**src/rtl/alu_sched_if.sv**
```systemverilog
// ============================================================================
// alu_sched_if : requester A/B and response bus for alu_sched (rev 1.0)
// Optional rsp_zero member present only when ALU_SCHED_ZFLAG_EN is defined.
// ============================================================================
`default_nettype none

interface alu_sched_if;
  logic        a_valid;
  logic [1:0]  a_op;
  logic [15:0] a_i0;
  logic [15:0] a_i1;
  logic        a_ready;

  logic        b_valid;
  logic [1:0]  b_op;
  logic [15:0] b_i0;
  logic [15:0] b_i1;
  logic        b_ready;

  logic        rsp_valid;
  logic        rsp_ready;
  logic [15:0] rsp_o;
  logic        rsp_cout;
  logic        rsp_id;
`ifdef ALU_SCHED_ZFLAG_EN
  logic        rsp_zero;
`endif

  modport master (
    output a_valid, a_op, a_i0, a_i1,
    input  a_ready,
    output b_valid, b_op, b_i0, b_i1,
    input  b_ready,
    output rsp_ready,
    input  rsp_valid, rsp_o, rsp_cout, rsp_id
`ifdef ALU_SCHED_ZFLAG_EN
    , input rsp_zero
`endif
  );

  modport slave (
    input  a_valid, a_op, a_i0, a_i1,
    output a_ready,
    input  b_valid, b_op, b_i0, b_i1,
    output b_ready,
    input  rsp_ready,
    output rsp_valid, rsp_o, rsp_cout, rsp_id
`ifdef ALU_SCHED_ZFLAG_EN
    , output rsp_zero
`endif
  );
endinterface

`default_nettype wire

```
**src/rtl/alu_sched.sv**
```systemverilog
// ============================================================================
// alu_sched : two-requester round-robin scheduler around one shared 16-bit alu
// Optional macro ALU_SCHED_ZFLAG_EN adds rsp_zero.            rev 1.0
// ============================================================================
`default_nettype none

module alu (
  input  logic [1:0]  i_op,
  input  logic [15:0] i_a,
  input  logic [15:0] i_b,
  output logic [15:0] o_y,
  output logic        o_cout
);
  logic [16:0] w_sum;

  always_comb begin
    w_sum  = 17'd0;
    o_y    = 16'd0;
    o_cout = 1'b0;
    case (i_op)
      2'b00: begin
        w_sum  = {1'b0, i_a} + {1'b0, i_b};
        o_y    = w_sum[15:0];
        o_cout = w_sum[16];
      end
      2'b01: begin
        // carry out of a + ~b + 1 is the "no borrow" flag: set iff a >= b
        w_sum  = {1'b0, i_a} + {1'b0, ~i_b} + 17'd1;
        o_y    = w_sum[15:0];
        o_cout = w_sum[16];
      end
      2'b10:   o_y = i_a & i_b;
      default: o_y = i_a | i_b;
    endcase
  end
endmodule

module alu_sched (
  input  logic       clk,
  input  logic       reset,
  alu_sched_if.slave bus
);
  typedef enum logic [1:0] {
    S_IDLE = 2'd0,
    S_EXEC = 2'd1,
    S_RESP = 2'd2
  } state_t;

  state_t      r_state;
  state_t      w_next;
  logic        r_last_b;
  logic [1:0]  r_op;
  logic [15:0] r_i0;
  logic [15:0] r_i1;
  logic        r_id;
  logic        r_rsp_valid;
  logic [15:0] r_rsp_o;
  logic        r_rsp_cout;
  logic        r_rsp_id;
  logic        w_grant_b;
  logic        w_a_ready;
  logic        w_b_ready;
  logic [15:0] w_alu_y;
  logic        w_alu_cout;

  // B wins only when it is alone or when A was granted last
  assign w_grant_b = bus.b_valid & (~bus.a_valid | ~r_last_b);

  always_ff @(posedge clk) begin
    if (!reset) r_state <= S_IDLE;
    else        r_state <= w_next;
  end

  always_comb begin
    w_next    = r_state;
    w_a_ready = 1'b0;
    w_b_ready = 1'b0;
    case (r_state)
      S_IDLE: begin
        w_a_ready = bus.a_valid & ~w_grant_b;
        w_b_ready = bus.b_valid & w_grant_b;
        if (w_a_ready | w_b_ready) w_next = S_EXEC;
      end
      S_EXEC:  w_next = S_RESP;
      S_RESP:  if (bus.rsp_ready) w_next = S_IDLE;
      default: w_next = S_IDLE;
    endcase
  end

  alu u_alu (
    .i_op   (r_op),
    .i_a    (r_i0),
    .i_b    (r_i1),
    .o_y    (w_alu_y),
    .o_cout (w_alu_cout)
  );

  always_ff @(posedge clk) begin
    if (!reset) begin
      r_last_b    <= 1'b1;
      r_op        <= 2'd0;
      r_i0        <= 16'd0;
      r_i1        <= 16'd0;
      r_id        <= 1'b0;
      r_rsp_valid <= 1'b0;
      r_rsp_o     <= 16'd0;
      r_rsp_cout  <= 1'b0;
      r_rsp_id    <= 1'b0;
    end else begin
      if (w_a_ready | w_b_ready) begin
        r_op     <= w_b_ready ? bus.b_op : bus.a_op;
        r_i0     <= w_b_ready ? bus.b_i0 : bus.a_i0;
        r_i1     <= w_b_ready ? bus.b_i1 : bus.a_i1;
        r_id     <= w_b_ready;
        r_last_b <= w_b_ready;
      end
      if (r_state == S_EXEC) begin
        r_rsp_o     <= w_alu_y;
        r_rsp_cout  <= w_alu_cout;
        r_rsp_id    <= r_id;
        r_rsp_valid <= 1'b1;
      end else if ((r_state == S_RESP) && bus.rsp_ready) begin
        r_rsp_valid <= 1'b0;
      end
    end
  end

`ifdef ALU_SCHED_ZFLAG_EN
  logic r_rsp_zero;

  always_ff @(posedge clk) begin
    if (!reset)                  r_rsp_zero <= 1'b0;
    else if (r_state == S_EXEC)  r_rsp_zero <= (w_alu_y == 16'd0);
  end

  assign bus.rsp_zero = r_rsp_zero;
`endif

  // readies are forced low while reset is asserted, even mid-cycle
  assign bus.a_ready   = w_a_ready & reset;
  assign bus.b_ready   = w_b_ready & reset;
  assign bus.rsp_valid = r_rsp_valid;
  assign bus.rsp_o     = r_rsp_o;
  assign bus.rsp_cout  = r_rsp_cout;
  assign bus.rsp_id    = r_rsp_id;
endmodule

`default_nettype wire

```
**src/flat_wrapper.sv**
```systemverilog
// flat-port wrapper written by rule: the top's interface ports become plain ports
module alu_sched_flat 
  (clk, reset, bus_a_valid, bus_a_op, bus_a_i0, bus_a_i1, bus_a_ready, bus_b_valid, bus_b_op, bus_b_i0, bus_b_i1, bus_b_ready, bus_rsp_ready, bus_rsp_valid, bus_rsp_o, bus_rsp_cout, bus_rsp_id);
  alu_sched_if bus_i ();
  input  logic clk;
  input  logic reset;
  input wire logic [$bits(bus_i.a_valid)-1:0] bus_a_valid;
  input wire logic [$bits(bus_i.a_op)-1:0] bus_a_op;
  input wire logic [$bits(bus_i.a_i0)-1:0] bus_a_i0;
  input wire logic [$bits(bus_i.a_i1)-1:0] bus_a_i1;
  output wire logic [$bits(bus_i.a_ready)-1:0] bus_a_ready;
  input wire logic [$bits(bus_i.b_valid)-1:0] bus_b_valid;
  input wire logic [$bits(bus_i.b_op)-1:0] bus_b_op;
  input wire logic [$bits(bus_i.b_i0)-1:0] bus_b_i0;
  input wire logic [$bits(bus_i.b_i1)-1:0] bus_b_i1;
  output wire logic [$bits(bus_i.b_ready)-1:0] bus_b_ready;
  input wire logic [$bits(bus_i.rsp_ready)-1:0] bus_rsp_ready;
  output wire logic [$bits(bus_i.rsp_valid)-1:0] bus_rsp_valid;
  output wire logic [$bits(bus_i.rsp_o)-1:0] bus_rsp_o;
  output wire logic [$bits(bus_i.rsp_cout)-1:0] bus_rsp_cout;
  output wire logic [$bits(bus_i.rsp_id)-1:0] bus_rsp_id;
  assign bus_i.a_valid = bus_a_valid;
  assign bus_i.a_op = bus_a_op;
  assign bus_i.a_i0 = bus_a_i0;
  assign bus_i.a_i1 = bus_a_i1;
  assign bus_a_ready = bus_i.a_ready;
  assign bus_i.b_valid = bus_b_valid;
  assign bus_i.b_op = bus_b_op;
  assign bus_i.b_i0 = bus_b_i0;
  assign bus_i.b_i1 = bus_b_i1;
  assign bus_b_ready = bus_i.b_ready;
  assign bus_i.rsp_ready = bus_rsp_ready;
  assign bus_rsp_valid = bus_i.rsp_valid;
  assign bus_rsp_o = bus_i.rsp_o;
  assign bus_rsp_cout = bus_i.rsp_cout;
  assign bus_rsp_id = bus_i.rsp_id;
  alu_sched u_core (.clk(clk), .reset(reset), .bus(bus_i));
endmodule
```
**config.mk**
```make
export PLATFORM = sky130hd
export DESIGN_NAME = alu_sched_flat
export DESIGN_NICKNAME = d
export VERILOG_FILES = /design/src/rtl/alu_sched_if.sv /design/src/rtl/alu_sched.sv /design/src/flat_wrapper.sv
export SDC_FILE = /design/constraint.sdc
export NUM_CORES = 1
export LEC_CHECK = 0
export BUFFER_PORTS_ARGS = -buffer_cell sky130_fd_sc_hd__buf_2
export CORE_AREA = 5 5 130 101
export CTS_CLUSTER_SIZE = 24
export DETAILED_ROUTE_END_ITERATION = 10
export DIE_AREA = 0 0 135 106
export GPL_ROUTABILITY_DRIVEN = 0
export GPL_TIMING_DRIVEN = 0
export SYNTH_ARGS = -nofsm -noshare
export SYNTH_HDL_FRONTEND = slang
export SYNTH_HIERARCHICAL = 1
export SYNTH_SLANG_ARGS = --single-unit
```
**constraint.sdc**
```tcl
create_clock -name clk -period 2.8 [get_ports clk]
set_input_delay 0.42 -clock clk [delete_from_list [all_inputs] [get_ports clk]]
set_output_delay 0.42 -clock clk [all_outputs]
set_load 0.005 [all_outputs]
```
---- Yosys cells after proc, flatten, opt, wreduce, memory -nomap -nowiden ----
Cells that the tools add are included.
storage, ports and cells
  flip-flop bits (word level) ............. 57
  latch bits .............................. 0
  memory bits (writable) .................. 0
  ROM bits ................................ 0
  bits of input ports ..................... 73
  output and inout bits ................... 21
  word-level logic and storage cells ...... 50
  memories ................................ 0
operators by class
  add/subtract/negate cells ............... 3
  multiply operators ...................... 0
  divide/modulo/power cells ............... 0
  order comparisons ....................... 0
  equality and inequality tests ........... 6
  shifts and indexed selects .............. 0
  mux-type cells .......................... 12
  bitwise gates (word level) .............. 14
  reductions and logical operators ........ 5
operator list
  kind                                                             number
  16-bit case mux with 3 select lines                              1
  16-bit by 16-bit adder with 17-bit output                        2
  16-bit 2-to-1 mux                                                2
  17-bit by 1-bit adder with 17-bit output, second input constant  1
  16-bit AND                                                       1
  16-bit inverter                                                  1
  16-bit OR                                                        1
  2-bit 2-to-1 mux                                                 3
  2-bit case mux with 3 select lines                               1
  1-bit AND                                                        5
  2-bit by 1-bit == test with 1-bit output, second input constant  2
  2-bit == test, second input constant                             2
  2-bit logical NOT                                                2
  1-bit 2-to-1 mux                                                 4
  1-bit inverter                                                   3
  1-bit OR                                                         3
  2-bit by 1-bit != test with 1-bit output, second input constant  1
  2-bit != test, second input constant                             1
  1-bit case mux with 2 select lines                               1
  2-bit AND reduction                                              1
  2-bit nonzero test                                               1
  1-bit logical AND                                                1

---- Logic depth before layout (Yosys ltp) ----
Gate-level depths: netlist (run 1).
  word-level depth ........................ 8
  mapped depth ............................ 13
  mapped depth without buffers ............ 13

---- Hierarchy ----
Netlist (run 1), hierarchy kept.
modules (own cells, without submodules)
  module     instances  cells an instance  area an instance (um^2)  sequential area each (um^2)
  alu_sched  1          308                2633.8                   1141.1
  alu        1          319                2199.6                   0.0

---- Worst setup path before layout (run 1) ----
OpenSTA, ideal clock, no wires.
  path type ............................... reg2reg
  start point ............................. reg u_core.r_i0[0]
  end point ............................... reg u_core.r_rsp_o[14] (netlist: u_core/bus.rsp_o[14])
  setup time .............................. 70 ps
  arrival time ............................ 2311 ps
  data required time ...................... 2730 ps
  setup slack ............................. 419 ps
  cell stages (with the launch flop) ...... 14
  path buffers ............................ 0
  clock period less this slack ............ 2381 ps
  cell sequence ........................... dfxtp_1 -> inv_1 -> ha_1 -> inv_1 -> fa_1 -> nor2b_1 -> o21ai_1 -> a31oi_2 -> a311oi_1 -> a21oi_1 -> o21a_1 -> o31ai_1 -> nand2_1 -> a21oi_1
between the ends
  longest elaborated chain between the ends .. 3
  elaborated cells between the ends (all ways) .. 4
  those cells by class .................... add/sub (3); mux (1)
ends and longest elaborated chain
  element                                    RTL line          RTL
  from (decl)                                alu_sched.sv:53   logic [15:0] r_i0;
  from (signal assigned)                     alu_sched.sv:112  r_i0 <= w_b_ready ? bus.b_i0 : bus.a_i0;
  16-bit by 16-bit adder with 17-bit output  alu_sched.sv:28   w_sum = {1'b0, i_a} + {1'b0, ~i_b} + 17'd1;
  17-bit by 1-bit adder with 17-bit output   alu_sched.sv:28
  16-bit case mux with 3 select lines (*)    alu_sched.sv:20   case (i_op)
  net u_core.w_alu_y[14]                     alu_sched.sv:63   logic [15:0] w_alu_y;
  to (signal assigned)                       alu_sched.sv:118  r_rsp_o <= w_alu_y;
  to (decl)                                  alu_sched.sv:57   logic [15:0] r_rsp_o;
The timed path passes the listed nets; every way through them passes the cells marked *.
A chain may end at the register's enable or synchronous reset.

---- Worst setup path in the final report (run 1) ----
  start point ............................. reg u_core.r_i1[0]
  end point ............................... reg u_core.r_rsp_cout (netlist: u_core/bus.rsp_cout)
between the ends
  longest elaborated chain between the ends .. 4
  elaborated cells between the ends (all ways) .. 5
  those cells by class .................... add/sub (3); mux (1); bitwise (1)
ends and longest elaborated chain
  element                                    RTL line          RTL
  from (decl)                                alu_sched.sv:54   logic [15:0] r_i1;
  from (signal assigned)                     alu_sched.sv:113  r_i1 <= w_b_ready ? bus.b_i1 : bus.a_i1;
  16-bit inverter                            alu_sched.sv:28
  16-bit by 16-bit adder with 17-bit output  alu_sched.sv:28
  17-bit by 1-bit adder with 17-bit output   alu_sched.sv:28
  1-bit case mux with 2 select lines (*)     alu_sched.sv:20
  net u_core.w_alu_cout                      alu_sched.sv:64   logic w_alu_cout;
  to (signal assigned)                       alu_sched.sv:119  r_rsp_cout <= w_alu_cout;
  to (decl)                                  alu_sched.sv:58   logic r_rsp_cout;
Marks and branches as above.

==> results of run 1 <==
## power by group
part / internal (mW) / switching, mW
combinational: 0.604 / 0.867
sequential: 0.913 / 0.103
clock: 0.691 / 0.421
total: 2.21 / 1.39
## repair_timing
action / 4_1_cts / 5_1_grt
endpoints found under the setup margin: 4 / 9
buffers inserted: 0 / 1
gates cloned: 0 / 0
gates resized for setup: 3 / 18
pin swaps: 1 / 9
## area by class of cell
class                      instances  area share
timing repair buffer              94      0.0805
sequential                        57       0.196
multi-input combinational        467       0.548
clock inverter                     6      0.0115
buffer                            51      0.0558
tap                              166      0.0354
inverter                          52      0.0332
clock buffer                      10      0.0390
## state kept, by name (all words and copies together) (netlist names)
signal and count:
u_core/bus.rsp_id 1, u_core/r_state 2, u_core/r_i0 16, u_core/bus.rsp_cout 1, u_core/bus.rsp_o 16, u_core/bus.rsp_valid 1, u_core/r_op 2, u_core/r_last_b 1
u_core/r_id 1, u_core/r_i1 16
## routing by layer
layer  vias up  global-route usage
met3        16              0.0539
met1      2265               0.324
met2       247               0.310
met4         0              0.0367
li1       2462                   -
met5         -                   0
## placed cells by master, fill, tap and decap left out, types with 6 or more instances in the layout
| master | synthesis | final |
|---|---|---|
| buf_6 | 14 | 14 |
| ha_1 | 52 | 51 |
| clkbuf_16 | 0 | 9 |
| nand2_1 | 64 | 64 |
| inv_1 | 50 | 50 |
| nor2_1 | 17 | 17 |
| o21ai_1 | 29 | 29 |
| clkbuf_1 | 17 | 18 |
| nand3_1 | 37 | 37 |
| o211ai_1 | 10 | 10 |
| xnor2_1 | 13 | 13 |
| a311oi_2 | 6 | 7 |
| buf_2 | 16 | 108 |
| o21ai_0 | 32 | 31 |
| a311oi_1 | 31 | 30 |
| dfxtp_1 | 57 | 51 |
| mux2i_1 | 6 | 6 |
| nor3_1 | 13 | 13 |
| a21oi_1 | 82 | 79 |
| nor2b_1 | 7 | 7 |
## logic make-up after synthesis
| logic type | count (synthesis) |
|---|---|
| compound gates | 233 |
| xor+xnor | 13 |
| fa+ha+maj | 54 |
| buf+inv | 103 |
| flops | 57 |
| mux | 8 |
| simple gates | 159 |
## through the flow
| step | instances | instance area, um2 |
|---|---|---|
| detailed placement | 886 | 5510 |
| floorplan | 627 | 4830 |
| global route | 903 | 5870 |
| CTS | 902 | 5810 |
| global placement | 886 | 5510 |
| finish | 903 | 5870 |
## path summary, 6_finish.rpt
| kind | startpoint | end | slack [ns] | depth (start not counted) |
|---|---|---|---|---|
| worst max register to register | u_core/r_i1[0] | u_core/bus.rsp_cout | 0.10 | 12 |
| worst min register to register | u_core/bus.rsp_o[8] | u_core/bus.rsp_o[8] | 0.45 | 2 |
| worst min-delay path | reset | u_core/r_last_b | 0.31 | 2 |
| worst max-delay path | u_core/r_i1[0] | u_core/bus.rsp_cout | 0.10 | 12 |
==> flow_summary_export.csv, run 1 <==
group,metric,value,unit
outcome,status,"finished clean",
detailed_routing,wl_per_cell,17.2,um
sta,grt_setup_unrepaired,"yes",
sta,worst_pin_slew,0.723,ns
cells_and_area,drive_above_1_share,0.247,
critical_path,startpoint_type,"register",
power_and_ir_drop,p_per_area,613,nW/um2
logic_synthesis,synth-simple-area-share,0.158,
sta,hold_violations,0,
logic_synthesis,synthAdderAreaFrac,0.143,
clock_tree,clkTransAtPathRegs,0.06,ns
critical_path,path_delay_family,"compound AO/OA/AOI/OAI gates",
logic_synthesis,synthCells,627,
cells_and_area,final_util,0.495,
logic_synthesis,seq_area_frac_synth,0.236,
sta,hold_ws,0.305,ns
clock_tree,cts_buffers,9,
clock_tree,cts_hold_buf,0,
clock_tree,cts_tree,"done",
sta,fin_crit,2.70,ns
worst_hold_path,hold_path.class,"in2reg",
logic_synthesis,synth_cell_types,66,
logic_synthesis,netlist_area,4830,um2
logic_synthesis,synth_top_area_cell,"dfxtp_1",
global_routing,grt_max_degree,12,
logic_synthesis,synth_top_family_by_area,"compound AO/OA/AOI/OAI gates",
detailed_routing,highest-signal-layer,"met4",
cells_and_area,area_growth,21.5,%
logic_synthesis,synth_top_cell_area_share,0.236,
logic_synthesis,avgSynthCellArea,7.71,um2
critical_path,path_cells,"ha_2, inv_1, fa_1, nand2b_1, a21oi_2, o2111ai_2, a21oi_2, a21oi_1, o31ai_1, o2bb2ai_1, nand2_1, a21oi_1",
placed_design,port_buffers,93,
critical_path,critical_path_required,3.06,ns
clock_tree,root_buffer,"clkbuf_16",
global_routing,grt_antenna_before_repair,0,
global_routing,overflow,0,
logic_synthesis,yosys_most_used_dff,"dfxtp_1",
clock_tree,clock-sinks,57,
power_and_ir_drop,p_leak,2.46,nW
sta,setup_viol,0,
die,start_util,0.407,
clock_tree,htree_levels,3,
logic_synthesis,synth_mux_area_frac,0.0194,
detailed_routing,vias,4990,
critical_path,cpPeakStageDelay,0.38,ns
clock_tree,clk_path_buf_depth,2,
logic_synthesis,synth-edff-count,0,
clock_tree,clkLatencyLatePin,0.34,ns
detailed_routing,first_iter_violations,424,
placed_design,hpwl,12200,um
logic_synthesis,synth-async-reset-ratio,0,
cells_and_area,num-nets-final,859,
detailed_routing,antenna_left,0,
die,die_w,135,um
logic_synthesis,synth.area.top_cells,"dfxtp_1, ha_1, a21oi_1",
cells_and_area,final.fill_count,1202,
critical_path,critical_path_class,"reg2reg",
detailed_routing,drc,0,
logic_synthesis,yosys_warnings,6,
critical_path,crit_fanout,4,
detailed_routing,wl,15500,um
sta,fin_skew,0.00985,ns
run,cap_violations,0,
sta,maxClockFrequency,371,MHz
critical_path,crit_slowest_cell,"fa_1",
critical_path,cp-end-kind,"register",
sta,relSlewSlack,0.518,
cells_and_area,seqCellArea,1150,um2
sta,drv_slew,0,
power_and_ir_drop,vdd_ir_drop_max,0.302,mV
global_routing,grt_pass1_wl,24900,um
logic_synthesis,synth_xor_area_frac,0.0236,
sta,post-route-period-util,0.963,
die,row_count,35,
logic_synthesis,synth_nets,754,
die,die-area,14300,um2
placed_design,pre_cts_slack,-0.128,ns
die,io_pins,94,
global_routing,grt_pass1_vias,4816,
die,core-area,11900,um2
detailed_routing,wl_met3,1360,um
logic_synthesis,yosysMostFrequentCell,"a21oi_1",
sta,setup_slack,0.105,ns
detailed_routing,route.met2.wl,6340,um
detailed_routing,viasPerCell,5.53,
critical_path,crit_buf_inv,1,
power_and_ir_drop,total_power,3.60,mW
logic_synthesis,synthTopCellsByCount,"a21oi_1, nand2_1, dfxtp_1",
global_routing,grt_usage,0.215,
detailed_routing,drt_pass1_iterations,5,
logic_synthesis,synth_compound_area_frac,0.312,
cells_and_area,diodes,0,
die,die_y,106,um
logic_synthesis,synth-seq-cells,57,
cells_and_area,multi_input_area,3220,um2
sta,finalSetupTns,0,ns
detailed_routing,drt-met1-wl,7650,um
critical_path,crit_arrival,2.95,ns
Power figures use the tool's default switching activity.
==> inputs of run 2 (changes only) <==
--- a/config.mk
+++ b/config.mk
@@ -12,6 +12,7 @@
 export DIE_AREA = 0 0 135 106
 export GPL_ROUTABILITY_DRIVEN = 0
 export GPL_TIMING_DRIVEN = 0
+export SETUP_SLACK_MARGIN = 0.2
 export SYNTH_ARGS = -nofsm -noshare
 export SYNTH_HDL_FRONTEND = slang
 export SYNTH_HIERARCHICAL = 1
==> flow_summary_export.csv, run 2 (same netlist as run 1, synthesis figures left out) <==
group,metric,value,unit
worst_hold_path,hold_path.class,"in2reg",
sta,post-route-period-util,0.939,
sta,hold_violations,0,
clock_tree,clkTransAtPathRegs,0.06,ns
detailed_routing,first_iter_violations,361,
clock_tree,cts_tree,"done",
outcome,status,"finished clean",
cells_and_area,fin_area,6100,um2
power_and_ir_drop,total_power,3.74,mW
critical_path,cp-end-kind,"register",
cells_and_area,area_growth,26.2,%
cells_and_area,num-nets-final,867,
detailed_routing,wl,15700,um
die,die_w,135,um
cells_and_area,final_cell_mix,"buf_2, a21oi_1, nand2_1",
cells_and_area,final_util,0.514,
die,start_util,0.407,
cells_and_area,final_cell_count_no_fill,911,
die,core-area,11900,um2
global_routing,grt_pass1_vias,4862,
sta,setup_slack,0.170,ns
critical_path,crit_fanout,4,
detailed_routing,wl_per_cell,17.3,um
sta,setup_viol,0,
detailed_routing,vias,5062,
die,io_pins,94,
global_routing,grt_antenna_before_repair,0,
cells_and_area,drive_above_1_share,0.290,
sta,fin_skew,0.0119,ns
clock_tree,clk_path_buf_depth,2,
sta,hold_ws,0.304,ns
power_and_ir_drop,p_per_area,613,nW/um2
run,cap_violations,0,
clock_tree,clock-sinks,57,
detailed_routing,drt_pass1_iterations,7,
critical_path,startpoint_type,"register",
die,row_count,35,
global_routing,overflow,0,
critical_path,critical_path_class,"reg2reg",
power_and_ir_drop,p_leak,2.53,nW
global_routing,grt_pass1_wl,25100,um
die,die_y,106,um
critical_path,crit_arrival,2.81,ns
clock_tree,htree_levels,3,
sta,worst_pin_slew,0.700,ns
clock_tree,cts_buffers,9,
power_and_ir_drop,vdd_ir_drop_max,0.312,mV
detailed_routing,viasPerCell,5.56,
clock_tree,clkLatencyLatePin,0.34,ns
sta,maxClockFrequency,380,MHz
cells_and_area,final_common_cell,"buf_2",
global_routing,grt_usage,0.217,
sta,finalSetupTns,0,ns
critical_path,critical_path_required,2.98,ns
sta,relSlewSlack,0.533,
detailed_routing,antenna_left,0,
placed_design,port_buffers,93,
sta,drv_slew,0,
detailed_routing,drc,0,
placed_design,post_dp_cell_area,5510,um2
placed_design,hpwl,12200,um
sta,grt_setup_unrepaired,"yes",
placed_design,pre_cts_slack,-0.128,ns
clock_tree,root_buffer,"clkbuf_16",
global_routing,grt_max_degree,12,
die,die-area,14300,um2
placed_design,dp_cells,886,
sta,fin_crit,2.63,ns
cells_and_area,diodes,0,
run 2: cell type report:
class	count	area [um2]
Buffer	51	332
Clock buffer	10	229
Clock inverter	6	67.6
Fill cell	1170	5770
Inverter	52	201
Multi-Input combinational cell	467	3360
Sequential cell	57	1170
Tap cell	166	208
Timing Repair Buffer	102	533
run 2: path summary, 6_finish.rpt:
path                             from                   end  slack [ns]  depth (start not counted)
setup / recovery       u_core/r_i1[1]  u_core/bus.rsp_o[13]        0.17                         11
hold / removal                  reset       u_core/r_last_b        0.30                          2
setup reg to reg       u_core/r_i1[1]  u_core/bus.rsp_o[13]        0.17                         11
hold reg to reg   u_core/bus.rsp_o[9]   u_core/bus.rsp_o[9]        0.45                          2
run 2: critical path, cell delays in order, from the launching register on:
cell	delay (ns)
dfxtp_4	0.38
clkinvlp_4	0.17
ha_4	0.26
a211oi_1	0.25
o21bai_1	0.19
o31ai_2	0.32
nand2_1	0.14
a211oi_2	0.29
nor3_1	0.09
o31a_1	0.25
nand2_1	0.06
a21oi_1	0.06
run 2: timing repair:
item                                    CTS  global route
pin swaps                                 9            17
buffers inserted                          1             8
endpoints found under the setup margin    9             9
gates resized for setup                  23            40
hold buffers                              0             0
endpoints found under the hold margin     0             0
run 2: where the power goes:
part	total [mW]	switching, mW	internal (mW)
Clock	1.12	0.425	0.692
Combinational	1.60	0.920	0.678
Sequential	1.02	0.109	0.915
run 2: metal layers:
metal | up-vias | routed length (um) | global-route usage
met1 | 2344 | 7730 | 0.325
met4 | 0 | 152 | 0.0360
met2 | 231 | 6490 | 0.315
li1 | 2473 | - | -
met5 | - | 0 | 0
met3 | 14 | 1360 | 0.0558
